--- config.mk ---
export PLATFORM = sky130hd
export DESIGN_NAME = pu_dot_sequencer
export DESIGN_NICKNAME = d
export VERILOG_FILES = /design/src/rtl/pu_dot_sequencer.sv
export SDC_FILE = /design/constraint.sdc
export NUM_CORES = 1
export LEC_CHECK = 0
export BUFFER_PORTS_ARGS = -buffer_cell sky130_fd_sc_hd__buf_2
export CAP_MARGIN = 20
export CORE_ASPECT_RATIO = 0.6
export CORE_UTILIZATION = 57
export CTS_CLUSTER_DIAMETER = 30
export DETAILED_ROUTE_END_ITERATION = 12
export PLACE_DENSITY = 0.86
export SLEW_MARGIN = 10
export SYNTH_ARGS = -nofsm -noshare
export SYNTH_HDL_FRONTEND = slang
export SYNTH_SLANG_ARGS = --single-unit
--- constraint.sdc ---
create_clock -name clk -period 7.8 [get_ports clk]
set_input_delay 0.78 -clock clk [delete_from_list [all_inputs] [get_ports clk]]
set_output_delay 0.78 -clock clk [all_outputs]
set_load 0.005 [all_outputs]
--- src/rtl/pu_dot_sequencer.sv ---
// pu_dot_sequencer: buffers one VEC_LEN-element operand vector pair plus a bias,
// then streams two operand pairs per cycle into the combinational FP32
// processor_unit, feeding its output back as the running accumulator, and
// returns the final dot product over a valid/ready handshake.
// No FP arithmetic is done here; all values are raw IEEE-754 bit patterns.
// Optional build macro: PU_NAN_DETECT_EN adds a sticky res_nan output.
module pu_dot_sequencer #(
    parameter int VEC_LEN = 8,
    parameter int DATA_W  = 32
) (
    input  logic              clk,
    input  logic              rst_n,
    input  logic              in_valid,
    output logic              in_ready,
    input  logic [DATA_W-1:0] in_a,
    input  logic [DATA_W-1:0] in_b,
    input  logic [DATA_W-1:0] in_bias,
    output logic [DATA_W-1:0] pu_previous,
    output logic [DATA_W-1:0] pu_a0,
    output logic [DATA_W-1:0] pu_b0,
    output logic [DATA_W-1:0] pu_a1,
    output logic [DATA_W-1:0] pu_b1,
    input  logic [DATA_W-1:0] pu_out,
    output logic              res_valid,
    input  logic              res_ready,
    output logic [DATA_W-1:0] res_data
`ifdef PU_NAN_DETECT_EN
    ,
    output logic              res_nan
`endif
);

    localparam int CW   = $clog2(VEC_LEN);
    localparam int HALF = VEC_LEN / 2;
    localparam int SW   = (HALF > 1) ? $clog2(HALF) : 1;
    localparam logic [CW-1:0] BEAT_LAST = CW'(VEC_LEN - 1);
    localparam logic [SW-1:0] STEP_LAST = SW'(HALF - 1);

    if ((VEC_LEN < 2) || ((VEC_LEN % 2) != 0)) begin : g_bad_vec_len
        $error("pu_dot_sequencer: VEC_LEN must be even and >= 2");
    end
    if (DATA_W != 32) begin : g_bad_data_w
        $error("pu_dot_sequencer: DATA_W must be 32 (FP32 only)");
    end

    typedef enum logic [1:0] {
        LOAD = 2'd0,
        RUN  = 2'd1,
        DONE = 2'd2
    } state_t;

    state_t            state_r;
    state_t            state_next_s;
    logic              accept_s;
    logic [CW-1:0]     cnt_r;
    logic [SW-1:0]     step_r;
    logic [DATA_W-1:0] acc_r;
    logic [DATA_W-1:0] res_data_r;
    logic              res_valid_r;
    logic              in_ready_r;
    logic [DATA_W-1:0] buf_a_r [VEC_LEN];
    logic [DATA_W-1:0] buf_b_r [VEC_LEN];
    logic [CW-1:0]     idx0_s;
    logic [CW-1:0]     idx1_s;

    assign in_ready  = in_ready_r;
    assign res_valid = res_valid_r;
    assign res_data  = res_data_r;

    // State register.
    always_ff @(posedge clk) begin
        if (!rst_n) begin
            state_r <= LOAD;
        end else begin
            state_r <= state_next_s;
        end
    end

    // Next-state decode; a beat is accepted only while loading.
    always_comb begin
        state_next_s = state_r;
        accept_s     = 1'b0;
        case (state_r)
            LOAD: begin
                accept_s = in_valid;
                if (in_valid && (cnt_r == BEAT_LAST)) begin
                    state_next_s = RUN;
                end else begin
                    state_next_s = LOAD;
                end
            end
            RUN: begin
                if (step_r == STEP_LAST) begin
                    state_next_s = DONE;
                end else begin
                    state_next_s = RUN;
                end
            end
            DONE: begin
                if (res_ready) begin
                    state_next_s = LOAD;
                end else begin
                    state_next_s = DONE;
                end
            end
            default: begin
                state_next_s = LOAD;
            end
        endcase
    end

    // Counters, accumulator and the registered handshake outputs.
    always_ff @(posedge clk) begin
        if (!rst_n) begin
            cnt_r       <= {CW{1'b0}};
            step_r      <= {SW{1'b0}};
            acc_r       <= {DATA_W{1'b0}};
            res_data_r  <= {DATA_W{1'b0}};
            res_valid_r <= 1'b0;
            in_ready_r  <= 1'b1;
        end else begin
            case (state_r)
                LOAD: begin
                    step_r <= {SW{1'b0}};
                    if (accept_s) begin
                        if (cnt_r == BEAT_LAST) begin
                            cnt_r <= {CW{1'b0}};
                        end else begin
                            cnt_r <= cnt_r + CW'(1);
                        end
                        if (cnt_r == {CW{1'b0}}) begin
                            acc_r <= in_bias;
                        end
                    end
                end
                RUN: begin
                    acc_r <= pu_out;
                    if (step_r == STEP_LAST) begin
                        step_r     <= {SW{1'b0}};
                        res_data_r <= pu_out;
                    end else begin
                        step_r <= step_r + SW'(1);
                    end
                end
                DONE: begin
                    acc_r <= acc_r;
                end
                default: begin
                    acc_r <= acc_r;
                end
            endcase
            // in_ready/res_valid follow the state being entered, so in_ready
            // only rises the cycle after the result handshake.
            in_ready_r  <= (state_next_s == LOAD);
            res_valid_r <= (state_next_s == DONE);
        end
    end

    // Operand buffer; contents are don't-care after reset, so no reset here.
    always_ff @(posedge clk) begin
        if (rst_n && accept_s) begin
            buf_a_r[cnt_r] <= in_a;
            buf_b_r[cnt_r] <= in_b;
        end
    end

    // Operand pair 2k/2k+1 and the accumulator go to processor_unit only in RUN.
    always_comb begin
        idx0_s      = CW'({step_r, 1'b0});
        idx1_s      = idx0_s + CW'(1);
        pu_previous = {DATA_W{1'b0}};
        pu_a0       = {DATA_W{1'b0}};
        pu_b0       = {DATA_W{1'b0}};
        pu_a1       = {DATA_W{1'b0}};
        pu_b1       = {DATA_W{1'b0}};
        if (state_r == RUN) begin
            pu_previous = acc_r;
            pu_a0       = buf_a_r[idx0_s];
            pu_b0       = buf_b_r[idx0_s];
            pu_a1       = buf_a_r[idx1_s];
            pu_b1       = buf_b_r[idx1_s];
        end else begin
            pu_previous = {DATA_W{1'b0}};
        end
    end

`ifdef PU_NAN_DETECT_EN
    logic nan_r;

    function automatic logic fp_is_nan(input logic [DATA_W-1:0] v);
        return (v[30:23] == 8'hFF) && (v[22:0] != 23'd0);
    endfunction

    assign res_nan = nan_r;

    // Sticky NaN flag over all accepted operands; restarts on beat 0.
    always_ff @(posedge clk) begin
        if (!rst_n) begin
            nan_r <= 1'b0;
        end else if (accept_s) begin
            if (cnt_r == {CW{1'b0}}) begin
                nan_r <= fp_is_nan(in_a) | fp_is_nan(in_b) | fp_is_nan(in_bias);
            end else begin
                nan_r <= nan_r | fp_is_nan(in_a) | fp_is_nan(in_b);
            end
        end else begin
            nan_r <= nan_r;
        end
    end
`endif

endmodule
# Yosys cells after proc, flatten, opt, wreduce, memory -nomap -nowiden
# Memories as Yosys holds them, arrays and structs flattened. A register that Yosys moved wholly into a read port is not among the register bits.
# Cells that the tools add are included.
[totals] regBits=73 ramBits=512 inputBits=132 out_inout_bits=194 wordCells=50 memories=2
[memory_table] name="buf_a_r" depth=8 width=32 rd=2 rd_ports_with_merged_regs=1 write_ports=1 line="61" rtl="logic [DATA_W-1:0] buf_a_r [VEC_LEN];"
[memory_table] name="buf_b_r" depth=8 width=32 rd=2 rd_ports_with_merged_regs=1 write_ports=1 line="62" rtl="logic [DATA_W-1:0] buf_b_r [VEC_LEN];"
[op_classes] addsub=3 eq_ne=7 mux=22 n_reduce_logical=9
[op_table] op="$mux W32" n=7
[op_table] op="$pmux W32 S2" n=1
[op_table] op="$mux W3" n=5
[op_table] op="$add A3 B1 Y3 const B" n=2
[op_table] op="$eq A2 B2 Y1 const B" n=3
[op_table] op="$mux W2" n=3
[op_table] op="$pmux W2 S3" n=1
[op_table] op="$logic_not A2 Y1" n=2
[op_table] op="$mux W1" n=4
[op_table] op="$ne A2 B2 Y1 const B" n=2
[op_table] op="$pmux W2 S2" n=1
[op_table] op="$reduce_and A2 Y1" n=2
[op_table] op="$eq A3 B3 Y1 const B" n=1
[op_table] op="$logic_not A3 Y1" n=1
[op_table] op="$reduce_and A3 Y1" n=1
[op_table] op="$add A2 B1 Y2 const B" n=1
[op_table] op="$eq A2 B1 Y1 const B" n=1
[op_table] op="$logic_and A1 B1 Y1" n=2
[op_table] op="$reduce_bool A2 Y1" n=1

# Longest topological paths before layout
[logic_depth] ltp_word=5 ltp_mapped=6 mapped_depth_nobuf=5

# Worst setup path after synthesis
# No wires, ideal clock.
[synth_timing] path_type="input -> register" startpoint="input rst_n" endpoint="memory buf_a_r[1][0], enable pin" setup_ns=0.565 arrival_time_ns=5.726 required_ns=7.235 setup_slack_ns=1.510 stages=4 path_buffers=1 cell_sequence="clkbuf_1 and4bb_2 nand2_1 nor3_1"
[synth_via] elab_chain_cells=3
[synth_rtl] element="start, declared" line="12" rtl="input logic rst_n,"
[synth_rtl] element="$logic_and A1 B1 Y1" line="161" rtl="if (rst_n && accept_s) begin"
[synth_rtl] element="$mux W1" line="161"
[synth_rtl] element="$mux W1 (implied by the code)" line="162" rtl="buf_a_r[cnt_r] <= in_a;"
[synth_rtl] element="end, declared" line="61"
# Every way passes these cells.

# Final worst setup path
[layout_timing] startpoint="register state_r[0]" endpoint="output pu_b0[21]"
[layout_via] elab_chain_cells=2
[layout_rtl] element="start, declared" line="52" rtl="state_t state_r;"
[layout_rtl] element="start signal, assigned" line="75" rtl="state_r <= state_next_s;"
[layout_rtl] element="$eq A2 B1 Y1" line="176" rtl="if (state_r == RUN) begin"
[layout_rtl] element="$mux W32" line="176"
[layout_rtl] element="end, declared" line="20" rtl="output logic [DATA_W-1:0] pu_b0,"
# Every way passes these cells.

==> Implementation_results.wiki <==
{| class="wikitable"
! Metric !! Value
|-
| Starting density of the core || 0.579
|-
| Via count || 12200
|-
| Die footprint || 40500 µm²
|-
| Clock latency on the worst-skew pair || 0.60 ns
|-
| Post-layout min period || 4.19 ns
|-
| TritonCTS clock tree || done
|-
| Chip height || 156 µm
|-
| Most used cell along the critical path || buf_4
|-
| Global placement routability congestion || 0.819
|-
| Asr flop ratio synth || 0
|-
| Max-cap violations || 0
|-
| DRC errors left || 0
|-
| Leakage || 9.70 nW
|-
| Top flip-flop cell by instance count after synthesis || edfxtp_1
|-
| Setup WS post-layout || 3.61 ns
|-
| Min-delay worst type || input port to register
|-
| Clock Path Buffers || 3
|-
| Pin slew with the least headroom to its limit || 1.12 ns
|-
| Netlist area before placement || 22600 µm²
|-
| Number of post-CTS setup repair buffers || 0
|-
| Total I/O pin count || 326
|-
| Data arrival time at the worst-slack endpoint || 3.41 ns
|-
| CP Max Fanout || 81
|-
| Clk slew on worst S/H paths || 0.06 ns
|-
| Register area share after synthesis || 0.746
|-
| Power density relative to cell area || 259 nW/µm²
|-
| Critical path required time || 7.02 ns
|-
| Number of global-route vias before repair || 12200
|-
| Synthesized netlist cell count || 1160
|-
| Cell breakdown of the critical path || nor2b_4, buf_4, buf_4, and2_1, buf_2
|-
| Endpoint class of the critical path || primary output
|-
| FF+latch count, synth || 587
|-
| Number of buffers created by CTS || 77
|-
| Share of layout cells above drive strength 1 || 0.397
|-
| Via density per instance || 5.80
|-
| Layout Skew || 0.0217 ns
|-
| Number of warnings issued by yosys || 0
|-
| Status || completed
|-
| Aggregate global-route resource usage || 0.249
|-
| Post-cts hold buffer count || 0
|-
| Cell with the largest stage delay on the worst path || nor2b_4
|-
| Post-CTS resize count || 0
|-
| Clock net sink count || 587
|-
| Layout fillers || 2377
|-
| IR drop worst, VDD || 0.000159 V
|-
| Overflow left after global routing || 0
|-
| TritonRoute pass-1 iters || 7
|-
| Yosys cell types || 32
|-
| Final count of pins violating max slew || 0
|-
| Share of the core filled with cells || 0.699
|-
| Std-Cell Rows || 56
|-
| Delay of the slowest critical-path stage || 0.73 ns
|-
| Most common library cell in the layout ignoring fill and taps || edfxtp_1
|-
| DRC marker count from the first detailed-route iteration || 1221
|-
| Slew Limit Headroom || 0.256
|-
| Final instance area || 27300 µm²
|-
| Final sum of negative setup slack || 0 ns
|-
| Leading cell types in the layout, fill and taps excluded || edfxtp_1, buf_2, and2_1
|-
| Count of buffers from port buffering || 325
|-
| Average detailed-routed wire length per instance || 24.0 µm
|-
| FMAX || 0.239 GHz
|-
| Overall die width || 259 µm
|-
| Category of the worst setup path launch point || register
|-
| Largest net degree at the start of global routing || 82
|-
| Largest delay share family, worst path || buffers and inverters
|-
| Antenna violations before repair || 4
|-
| RSZ-0062 raised after global routing || false
|-
| Floorplan Core Area || 39100 µm²
|-
| Tcrit/Tclk final || 0.537
|-
| CTS H-Tree Depth || 3
|-
| Placement-stage cell area || 24800 µm²
|-
| Detail Placement HPWL || 29800 µm
|-
| Endpoints failing hold || 0
|-
| Mean area per synthesized cell || 19.5 µm²
|-
| Final net count || 1647
|-
| CP bufs+invs || 3
|-
| Antenna-violating nets left || 0
|-
| Number of synthesized flops with an enable pin || 512
|-
| Total wire length after detailed routing || 50600 µm
|-
| Post-Place Setup Slack || 4.13 ns
|-
| Total nets after synthesis || 1296
|-
| Synthesis-to-layout area growth || 20.8%
|-
| Final Power || 0.00708 W
|-
| First-pass GRT wire length || 74000 µm
|-
| Root Driver || clkbuf_16
|-
| Setup CP Type || register to primary output
|-
| Final count of negative-setup-slack endpoints || 0
|}
area by class of cell:
type | count | area [µm²] | share of cell area
Tap cell | 522 | 653 | 0.0239
Multi-Input combinational cell | 496 | 5370 | 0.196
Sequential cell | 587 | 16900 | 0.618
Antenna cell | 5 | 12.5 | 0.000458
Clock inverter | 61 | 539 | 0.0197
Clock buffer | 82 | 2010 | 0.0735
Timing Repair Buffer | 345 | 1850 | 0.0677
Inverter | 4 | 15.0 | 0.000549
path summary, 6_finish.rpt:
path | startpoint | to | slack, ns | depth (start not counted)
setup / recovery | state_r[0]$_SDFF_PN0_ | pu_b0[21] | 3.61 | 5
setup reg to reg | step_r[0]$_SDFFE_PN0N_ | res_data[30]$_SDFFE_PN0P_ | 4.71 | 6
hold / removal | pu_out[21] | res_data[21]$_SDFFE_PN0P_ | 0.45 | 3
hold reg to reg | res_data[15]$_SDFFE_PN0P_ | res_data[15]$_SDFFE_PN0P_ | 0.45 | 2
sequential cells by signal, summed over array words and instances (netlist names), named ones only:
name       count
state_r        2
step_r         2
res_data      32
acc_r         32
in_ready       1
res_valid      1
buf_a_r      256
buf_b_r      256
cnt_r          3
cell usage after synthesis (2+ instances only):
library cell,n,share of area
edfxtp_1,512,0.68
and2_1,161,0.045
mux4_2,128,0.13
dfxtp_1,75,0.066
nand2_1,69,0.011
o21a_1,33,0.011
o221a_1,30,0.015
clkbuf_1,28,0.0046
buf_2,25,0.0055
a21boi_0,22,0.0073
buf_6,15,0.0075
a21boi_1,10,0.0033
nor2_1,8,0.0013
buf_4,5,0.0017
nor2b_1,5,0.0014
ha_1,4,0.0022
inv_1,4,0.00066
nand2b_1,4,0.0011
mux2i_1,3,0.0013
nand3b_1,3,0.0010
nor3_1,3,0.00066
a21oi_1,2,0.00044
nor3b_1,2,0.00066
stage by stage:
stage / hold WS [ns] / instances
6_report: 0.448 / 2102
5_1_grt: 0.434 / 2100
4_1_cts: 0.420 / 2097
3_5_place_dp: 0.442 / 1954
3_3_place_gp: 0.440 / 1949
2_1_floorplan: 0.451 / 1160
routing by layer:
layer | vias to the layer above | track usage | wire length (µm)
met1 | 6260 | 0.359 | 21400
met5 | - | 0 | 0
met3 | 85 | 0.0517 | 3500
met4 | 0 | 0.0899 | 1270
met2 | 536 | 0.381 | 24400
li1 | 5314 | - | -
logic make-up (layout without fill, tap and decap cells):
kind of cell / after synthesis / count (layout) / share of synthesized area
AO/OA/AOI/OAI: 101 / 101 / 0.0385
adder cells (fa/ha/maj): 4 / 4 / 0.00221
buffers and inverters: 77 / 492 / 0.0200
flip-flops: 587 / 587 / 0.746
multiplexers: 131 / 131 / 0.129
other: 0 / 5 / 0
AND/OR/NAND/NOR: 260 / 260 / 0.0650
power breakdown:
group / total [W] / internal [W] / switching, W
sequential: 0.00349 / 0.00347 / 0.0000189
clock: 0.00341 / 0.00200 / 0.00141
combinational: 0.000185 / 0.0000729 / 0.000112
total: 0.00708 / 0.00554 / 0.00154
tightest hold or removal path: stages:
cell and delay [ns]:
buf_2 0.11, nand2_1 0.05, a21boi_1 0.05
Power figures use the tool's default switching activity.
